## src/rtl/mem_stall_bridge_if.sv

```systemverilog
`default_nettype none
// ============================================================================
//  Module      : mem_stall_bridge_if
//  Description : SRAM-like data bus (req / addr_ok / data_ok) between the
//                MEM-stage access bridge (master) and the bus converter (slave).
//  Revision    : 1.0  initial release
// ============================================================================
interface mem_stall_bridge_if #(
   parameter int ADDR_W = 32
);
   logic              data_req;
   logic              data_wr;
   logic [1:0]        data_size;
   logic [ADDR_W-1:0] data_addr;
   logic [31:0]       data_wdata;
   logic              data_addr_ok;
   logic              data_data_ok;
   logic [31:0]       data_rdata;

   modport master (
      output data_req,
      output data_wr,
      output data_size,
      output data_addr,
      output data_wdata,
      input  data_addr_ok,
      input  data_data_ok,
      input  data_rdata
   );

   modport slave (
      input  data_req,
      input  data_wr,
      input  data_size,
      input  data_addr,
      input  data_wdata,
      output data_addr_ok,
      output data_data_ok,
      output data_rdata
   );
endinterface
`default_nettype wire

```

## src/rtl/mem_stall_bridge.sv

```systemverilog
`default_nettype none
// ============================================================================
//  Module      : mem_stall_bridge
//  Description : MEM-stage data-access bridge. Issues one bus access per
//                load/store, stalls the pipeline until it completes, drains
//                accesses of flushed instructions and holds load data.
//                Optional macro ALIGN_CHECK_EN adds adel/ades misalignment
//                outputs and suppresses misaligned accesses.
//  Revision    : 1.0  initial release
// ============================================================================
module mem_stall_bridge #(
   parameter int ADDR_W = 32
) (
   input  wire                clk,
   input  wire                resetn,
   input  wire                mem_en,
   input  wire                mem_wr,
   input  wire [1:0]          mem_size,
   input  wire [ADDR_W-1:0]   mem_addr,
   input  wire [31:0]         mem_wdata,
   input  wire                flushM,
   output logic               stallreq_from_mem,
   output logic [31:0]        mem_rdata,
   output logic               mem_rdata_valid,
   mem_stall_bridge_if.master bus
`ifdef ALIGN_CHECK_EN
   ,
   output logic               adel,
   output logic               ades
`endif
);

   typedef enum logic [2:0] {
      S_IDLE  = 3'd0,
      S_REQ   = 3'd1,
      S_WAIT  = 3'd2,
      S_DONE  = 3'd3,
      S_DRAIN = 3'd4
   } state_t;

   state_t            state_q, state_d;
   logic              wr_q, wr_d;
   logic [1:0]        size_q, size_d;
   logic [ADDR_W-1:0] addr_q, addr_d;
   logic [31:0]       wdata_q, wdata_d;
   logic [31:0]       rdata_q, rdata_d;
   logic              issue_ok;

`ifdef ALIGN_CHECK_EN
   logic misaligned;

   // Halfwords need addr[0]==0, words need addr[1:0]==0; byte is always fine.
   always_comb begin
      misaligned = 1'b0;
      case (mem_size)
         2'b01:   misaligned = mem_addr[0];
         2'b10:   misaligned = |mem_addr[1:0];
         default: misaligned = 1'b0;
      endcase
   end

   assign issue_ok = ~misaligned;
   assign adel     = (state_q == S_IDLE) & mem_en & misaligned & ~mem_wr;
   assign ades     = (state_q == S_IDLE) & mem_en & misaligned &  mem_wr;
`else
   assign issue_ok = 1'b1;
`endif

   // Next-state, request capture and handshake outputs.
   always_comb begin
      state_d           = state_q;
      wr_d              = wr_q;
      size_d            = size_q;
      addr_d            = addr_q;
      wdata_d           = wdata_q;
      rdata_d           = rdata_q;
      stallreq_from_mem = 1'b0;
      mem_rdata_valid   = 1'b0;
      bus.data_req      = 1'b0;

      case (state_q)
         S_IDLE: begin
            // The stall must be raised in the issue cycle itself so the
            // hazard unit freezes the instruction before it leaves MEM.
            if (mem_en && !flushM && issue_ok) begin
               wr_d              = mem_wr;
               size_d            = mem_size;
               addr_d            = mem_addr;
               wdata_d           = mem_wdata;
               stallreq_from_mem = 1'b1;
               state_d           = S_REQ;
            end
         end
         S_REQ: begin
            stallreq_from_mem = 1'b1;
            bus.data_req      = 1'b1;
            if (bus.data_addr_ok) begin
               // Once the address is accepted the access can't be withdrawn.
               state_d = flushM ? S_DRAIN : S_WAIT;
            end else if (flushM) begin
               state_d = S_IDLE;
            end
         end
         S_WAIT: begin
            stallreq_from_mem = 1'b1;
            if (bus.data_data_ok) begin
               // A flush coinciding with the response: the access is already
               // finished, so nothing is left to drain; just discard it.
               if (flushM) begin
                  state_d = S_IDLE;
               end else begin
                  if (!wr_q) begin
                     rdata_d = bus.data_rdata;
                  end
                  state_d = S_DONE;
               end
            end else if (flushM) begin
               state_d = S_DRAIN;
            end
         end
         S_DONE: begin
            mem_rdata_valid = 1'b1;
            state_d         = S_IDLE;
         end
         S_DRAIN: begin
            stallreq_from_mem = 1'b1;
            if (bus.data_data_ok) begin
               state_d = S_IDLE;
            end
         end
         default: begin
            state_d = S_IDLE;
         end
      endcase
   end

   // Bus fields come straight from the captured request, so they stay stable
   // for the whole time data_req is high.
   assign bus.data_wr    = wr_q;
   assign bus.data_size  = size_q;
   assign bus.data_addr  = addr_q;
   assign bus.data_wdata = wdata_q;
   assign mem_rdata      = rdata_q;

   // State and request registers.
   always_ff @(posedge clk or negedge resetn) begin
      if (!resetn) begin
         state_q <= S_IDLE;
         wr_q    <= 1'b0;
         size_q  <= 2'b00;
         addr_q  <= '0;
         wdata_q <= 32'h0;
         rdata_q <= 32'h0;
      end else begin
         state_q <= state_d;
         wr_q    <= wr_d;
         size_q  <= size_d;
         addr_q  <= addr_d;
         wdata_q <= wdata_d;
         rdata_q <= rdata_d;
      end
   end

endmodule
`default_nettype wire

```

## src/flat_wrapper.sv

```systemverilog
// flat-port wrapper written by rule: the top's interface ports become plain ports
module mem_stall_bridge_flat 
#(
   parameter int ADDR_W = 32
)
  (clk, resetn, mem_en, mem_wr, mem_size, mem_addr, mem_wdata, flushM, stallreq_from_mem, mem_rdata, mem_rdata_valid, bus_data_req, bus_data_wr, bus_data_size, bus_data_addr, bus_data_wdata, bus_data_addr_ok, bus_data_data_ok, bus_data_rdata);
  mem_stall_bridge_if #(.ADDR_W(ADDR_W)) bus_i ();
  input  wire clk;
  input  wire resetn;
  input  wire mem_en;
  input  wire mem_wr;
  input  wire [1:0] mem_size;
  input  wire [ADDR_W-1:0] mem_addr;
  input  wire [31:0] mem_wdata;
  input  wire flushM;
  output logic stallreq_from_mem;
  output logic [31:0] mem_rdata;
  output logic mem_rdata_valid;
  output wire logic [$bits(bus_i.data_req)-1:0] bus_data_req;
  output wire logic [$bits(bus_i.data_wr)-1:0] bus_data_wr;
  output wire logic [$bits(bus_i.data_size)-1:0] bus_data_size;
  output wire logic [$bits(bus_i.data_addr)-1:0] bus_data_addr;
  output wire logic [$bits(bus_i.data_wdata)-1:0] bus_data_wdata;
  input wire logic [$bits(bus_i.data_addr_ok)-1:0] bus_data_addr_ok;
  input wire logic [$bits(bus_i.data_data_ok)-1:0] bus_data_data_ok;
  input wire logic [$bits(bus_i.data_rdata)-1:0] bus_data_rdata;
  assign bus_data_req = bus_i.data_req;
  assign bus_data_wr = bus_i.data_wr;
  assign bus_data_size = bus_i.data_size;
  assign bus_data_addr = bus_i.data_addr;
  assign bus_data_wdata = bus_i.data_wdata;
  assign bus_i.data_addr_ok = bus_data_addr_ok;
  assign bus_i.data_data_ok = bus_data_data_ok;
  assign bus_i.data_rdata = bus_data_rdata;
  mem_stall_bridge #(.ADDR_W(ADDR_W)) u_core (.clk(clk), .resetn(resetn), .mem_en(mem_en), .mem_wr(mem_wr), .mem_size(mem_size), .mem_addr(mem_addr), .mem_wdata(mem_wdata), .flushM(flushM), .stallreq_from_mem(stallreq_from_mem), .mem_rdata(mem_rdata), .mem_rdata_valid(mem_rdata_valid), .bus(bus_i));
endmodule
```

## config.mk

```make
export PLATFORM = sky130hd
export DESIGN_NAME = mem_stall_bridge_flat
export DESIGN_NICKNAME = d
export VERILOG_FILES = /design/src/rtl/mem_stall_bridge_if.sv /design/src/rtl/mem_stall_bridge.sv /design/src/flat_wrapper.sv
export SDC_FILE = /design/constraint.sdc
export NUM_CORES = 1
export LEC_CHECK = 0
export ABC_AREA = 1
export BUFFER_PORTS_ARGS = -buffer_cell sky130_fd_sc_hd__buf_4
export CORE_MARGIN = 3
export CORE_UTILIZATION = 41
export CTS_CLUSTER_DIAMETER = 30
export CTS_CLUSTER_SIZE = 10
export DETAILED_ROUTE_END_ITERATION = 12
export PLACE_DENSITY = 0.72
export SYNTH_ARGS = -nofsm -noshare
export SYNTH_HDL_FRONTEND = slang
export SYNTH_SLANG_ARGS = --single-unit
```

## constraint.sdc

```tcl
create_clock -name clk -period 2.8 [get_ports clk]
set_input_delay 0.28 -clock clk [delete_from_list [all_inputs] [get_ports clk]]
set_output_delay 0.28 -clock clk [all_outputs]
set_load 0.005 [all_outputs]
```

==> results of run 1 <==
synthesized netlist by cell type, drive strengths merged:
cell type / count
buf: 18
clkbuf: 2
dfrtp: 102
inv: 106
nand2: 112
nand3: 8
nand4: 2
nor2: 7
nor3: 2
o21ai: 100
where the power goes:
part           internal [mW]  switching (mW)
sequential              2.13           0.379
clock                  0.528           0.489
combinational           1.27           0.991
total                   3.93            1.86
tightest hold or removal path: cells and delay by family:
| kind | cells | cell delay, ns |
|---|---|---|
| AO/OA/AOI/OAI | 1 | 0.05 |
| buffers and inverters | 2 | 0.15 |
worst max path at each step:
stage                                  from                        end
after CTS                 u_core.state_q[0]          stallreq_from_mem
after detailed placement  u_core.state_q[0]  u_core.bus.data_wdata[30]
after floorplan           u_core.state_q[0]          stallreq_from_mem
after global placement    u_core.state_q[1]       u_core.mem_rdata[31]
after global routing      u_core.state_q[0]          stallreq_from_mem
final                     u_core.state_q[0]          stallreq_from_mem
repair_timing:
item | in CTS | in global routing
resized for setup | 0 | 0
endpoints found under the hold margin | 52 | 0
setup endpoints to repair | 0 | 0
hold buffers | 1 | 0
state kept, by name, summed over array words and instances (netlist names):
register	cells
u_core.bus.data_wr	1
u_core.bus.data_wdata	32
u_core.mem_rdata	32
u_core.state_q	3
u_core.bus.data_size	2
u_core.bus.data_addr	32
cell type report:
cell class | count | area [µm²]
Tap cell | 133 | 166
Inverter | 106 | 398
Fill cell | 880 | 3880
Clock buffer | 11 | 141
Clock inverter | 5 | 82.6
Sequential cell | 102 | 2550
Timing Repair Buffer | 210 | 1600
Multi-Input combinational cell | 231 | 1180
layer usage:
layer  vias to the layer above  GRT usage, %  routed length (µm)  part of all wire, %
li1                       1785             -                   -                    -
met1                      1570          21.0                3950                   39
met2                       133          28.5                5140                   50
met3                        24          3.76                 790                  7.8
met4                         0          8.57                 301                  3.0
met5                         -             0                   0                    0
kinds of logic (layout without fill, tap and decap cells):
logic type	Yosys count	in the layout	synth area share [%]
and+or+nand+nor	131	131	12.9
DFF	102	102	59.4
AOI/OAI and AO/OA	100	100	14.4
buffers and inverters	126	332	13.3
==> metrics.yaml, run 1 <==
timing.rr.start: "u_core.state_q[0]"
critical_path_arrival_ns: 1.60
yosys_warnings: 0
cp.depth: 4
avgSynthCellArea_um2: 9.37
drt_iter0_drc: 186
finalHoldViolCount: 0
port_buffers: 206
ys_seq_area_share_pct: 59.4
vias: 3512
fmax_mhz: 533
synthTopCellsByArea: "dfrtp_1, nand2_1, inv_1"
hp-class: "in2reg"
slowest_stage: "dfrtp_1"
crit_fanout: 19
synthesis.area_mm2: 0.00430
cp_num_buf_inv: 1
final-max-slew-violation-count: 0
die_h_um: 108
crit_type: "reg2out"
grt_pass1_wl_um: 15800
rr_worst_depth: 5
post-route-util_pct: 61.2
layout_common_cells: "buf_4, nand2_1, inv_1, dfrtp_1, o21ai_1"
worst_setup_path_end_kind: "output port"
clk_pin_slew_ns: 0.10
antenna_cells: 0
grt_max_degree: 118
grt.total_usage_pct: 17.2
synth_seq_cells: 102
fin_crit_sh_pct: 67.0
required_ns: 2.52
fp.dieArea_mm2: 0.0118
firstDrtPassIters: 4
finalSetupTns_ns: 0
hold_depth: 3
initial_core_util_pct: 43.0
die_x_um: 108
drc_errors: 0
final_area_mm2: 0.00612
cpLargestDelayFamily: "simple AND/OR/NAND/NOR gates"
reg2reg_slack_ns: 1.17
worstMarginPinSlew_ns: 0.759
fin_total_pwr_mw: 5.78
relSlewSlack_pct: 49.4
viasPerCell: 4.40
rows: 36
post_cts_buffers: 0
whs_ns: 0.154
final_layout_size_suffix_gt1_share_pct: 39.4
fp.coreArea_mm2: 0.0100
grt_pass1_vias: 3341
slowest_delay_ns: 0.46
wl_per_cell_um: 12.8
rsz0062_at_grt: "no"
clock-sinks: 102
final_common_cell: "buf_4"
final_cells: 798
nets: 765
yosysUniqueCellTypes: 19
min_period_ns: 1.88
power.leakage_nw: 3.50
status: "complete, no violations"
drv_cap: 0
detail-route-antenna-nets: 0
synth_cells: 459
ioPinCount: 207
place_congestion: 0.781
cts_buffers: 9
power_density_mw_per_mm2: 945
dp_slack_ns: 1.18
synthToLayoutAreaGrowth_pct: 42.3
yosys.area.top_type_share_pct: 59.4
cts-htree-levels: 3
syn_nets: 564
grt_overflow_total: 0
vdd_drop_max_mv: 0.428
setup_viol: 0
clk_latency_ns: 0.36
synth_top_area_cell: "dfrtp_1"
tritoncts: "done"
grt_antenna_before_repair: 0
dp_cells: 781
wl_um: 10200
worstHoldEndpoint: "u_core.mem_rdata[2]"
clock_skew_ns: 0.0139
root_buffer: "clkbuf_8"
worst_slack_ns: 0.923
rr_endpoint: "u_core.bus.data_wdata[27]"
dp_hpwl_um: 7730
dpl-instance-area_mm2: 0.00589
startpoint_type: "flip-flop"
path_cells: "nor2_4 > nand4_4 > nand4_1 > buf_4"
ctsLongestPathBuffers: 2
min-delay-start: "bus_data_rdata[2]"
Note: power is estimated with default switching activity, not from simulation.
==> run 2: changes to the inputs <==
==> constraint.sdc (replaced) <==
create_clock -name clk -period 1.92 [get_ports clk]
set_input_delay 0.192 -clock clk [delete_from_list [all_inputs] [get_ports clk]]
set_output_delay 0.192 -clock clk [all_outputs]
set_load 0.005 [all_outputs]
==> run 2 against run 1 <==
  * Combinational power rose by 46%
  * Worst hold slack worse by 0.091 ns
  * Total power up 43%
  * First-iteration DRC count rose by 13%
  * Clock power grew 25%
  * Largest cell class unchanged
  * Largest power group unchanged
==> metrics.yaml, run 2 (same netlist as run 1, synthesis figures left out) <==
path_cells: "nor3_4 > inv_1 > nand4_1 > buf_4"
power_switching_mw: 2.76
clock_skew_ns: 0.0131
min_period_ns: 1.62
fmax_mhz: 617
tritoncts: "done"
synthToLayoutAreaGrowth_pct: 42.2
ioPinCount: 207
grt_max_degree: 103
layout_common_cells: "buf_4, nand2_1, inv_1, dfrtp_1, o21ai_1"
dp_slack_ns: 0.531
cts-htree-levels: 3
grt.total_usage_pct: 17.4
dpl-instance-area_mm2: 0.00592
p_int_mw: 5.50
drc_errors: 0
cts_resized: 0
worst_slack_ns: 0.298
port_buffers: 206
fp.dieArea_mm2: 0.0118
rows: 36
grt_overflow_total: 0
vias: 3565
wl_per_cell_um: 13.0
final-max-slew-violation-count: 0
drv_cap: 0
fp.coreArea_mm2: 0.0100
clk_pin_slew_ns: 0.10
vdd_drop_max_mv: 0.613
final_common_cell: "buf_4"
hp-class: "in2reg"
power.leakage_nw: 3.50
crit_fanout: 7
num-fill-cells: 860
drt_iter0_drc: 210
clock-sinks: 102
detail-route-antenna-nets: 0
nets: 766
relSlewSlack_pct: 62.5
setup_viol: 0
post_cts_buffers: 0
critical_path_arrival_ns: 1.43
fin_crit_sh_pct: 84.5
required_ns: 1.73
slowest_delay_ns: 0.49
die_x_um: 108
rsz0062_at_grt: "no"
worst_setup_path_end_kind: "output port"
grt_pass1_vias: 3414
pwr-share-clk_pct: 15.5
final-seq-area_mm2: 0.00255
root_buffer: "clkbuf_8"
grt_antenna_before_repair: 0
die_h_um: 108
crit_type: "reg2out"
ctsHoldBuffers: 1
firstDrtPassIters: 4
initial_core_util_pct: 43.0
grt_pass1_wl_um: 16100
dp_hpwl_um: 7700
clk_latency_ns: 0.36
cts_buffers: 9
sequentialPowerShare_pct: 44.5
switching_share_pct: 33.5
final_layout_size_suffix_gt1_share_pct: 39.5
finalSetupTns_ns: 0
status: "complete, no violations"
worstMarginPinSlew_ns: 0.563
multi_input_area_mm2: 0.00118
wl_um: 10400
power_density_mw_per_mm2: 1350
antenna_cells: 0
viasPerCell: 4.46
cpLargestDelayFamily: "flip-flops"
final_area_mm2: 0.00611
slowest_stage: "dfrtp_1"
finalHoldViolCount: 0
startpoint_type: "flip-flop"
ctsLongestPathBuffers: 2
cp_num_buf_inv: 2
combPwrFrac_pct: 40.0
place_congestion: 0.733
==> run 2: path summary, 6_finish.rpt <==
path | start | endpoint | slack (ns) | depth (start not counted)
worst max register to register | u_core.state_q[2] | u_core.mem_rdata[25] | 0.51 | 5
worst min-delay path | mem_wdata[7] | u_core.bus.data_wdata[7] | 0.06 | 3
max in group asynchronous | resetn | u_core.bus.data_wdata[3] | 1.05 | 3
min in group asynchronous | resetn | u_core.bus.data_addr[15] | 0.40 | 3
worst max-delay path | u_core.state_q[2] | stallreq_from_mem | 0.30 | 4
worst min register to register | u_core.bus.data_wdata[13] | u_core.bus.data_wdata[13] | 0.50 | 2
==> run 2: area by class of cell <==
cell class              count  area share [%]
well taps                 133            2.72
clock buffers              11            2.31
inverters                 106            6.51
repair buffers            211            26.8
flip-flops and latches    102            41.8
multi-input cells         231            19.2
clock inverters             5           0.696
==> run 2: layer usage <==
layer	share of wire, %	GRT usage (%)
met5	0	0
met3	6.9	4.36
met1	39	21.0
met4	2.4	7.03
met2	52	29.8
==> run 2: tightest hold or removal path, delay by kind of cell <==
kind	cells	cell delay, ns
AO/OA/AOI/OAI	1	0.05
buffers and inverters	2	0.14
==> run 2: through the flow <==
step	power, mW	utilization (%)	hold WS [ns]	cells
CTS	8.41	61.1	0.0421	799
global placement	6.95	59.2	0.295	782
detailed placement	7.10	59.2	0.304	782
global route	8.93	61.1	0.0391	799
floorplan	5.03	-	-0.104	459
finish	8.26	61.1	0.0634	799
==> run 2: power by group through the flow <==
stage               Sequential (mW)  Combinational [mW]  Clock [mW]
floorplan                      3.73                1.30           0
global placement               3.67                3.28           0
detailed placement             3.71                3.38           0
CTS                            3.68                3.39        1.34
global route                   3.80                3.70        1.44
finish                         3.67                3.31        1.28
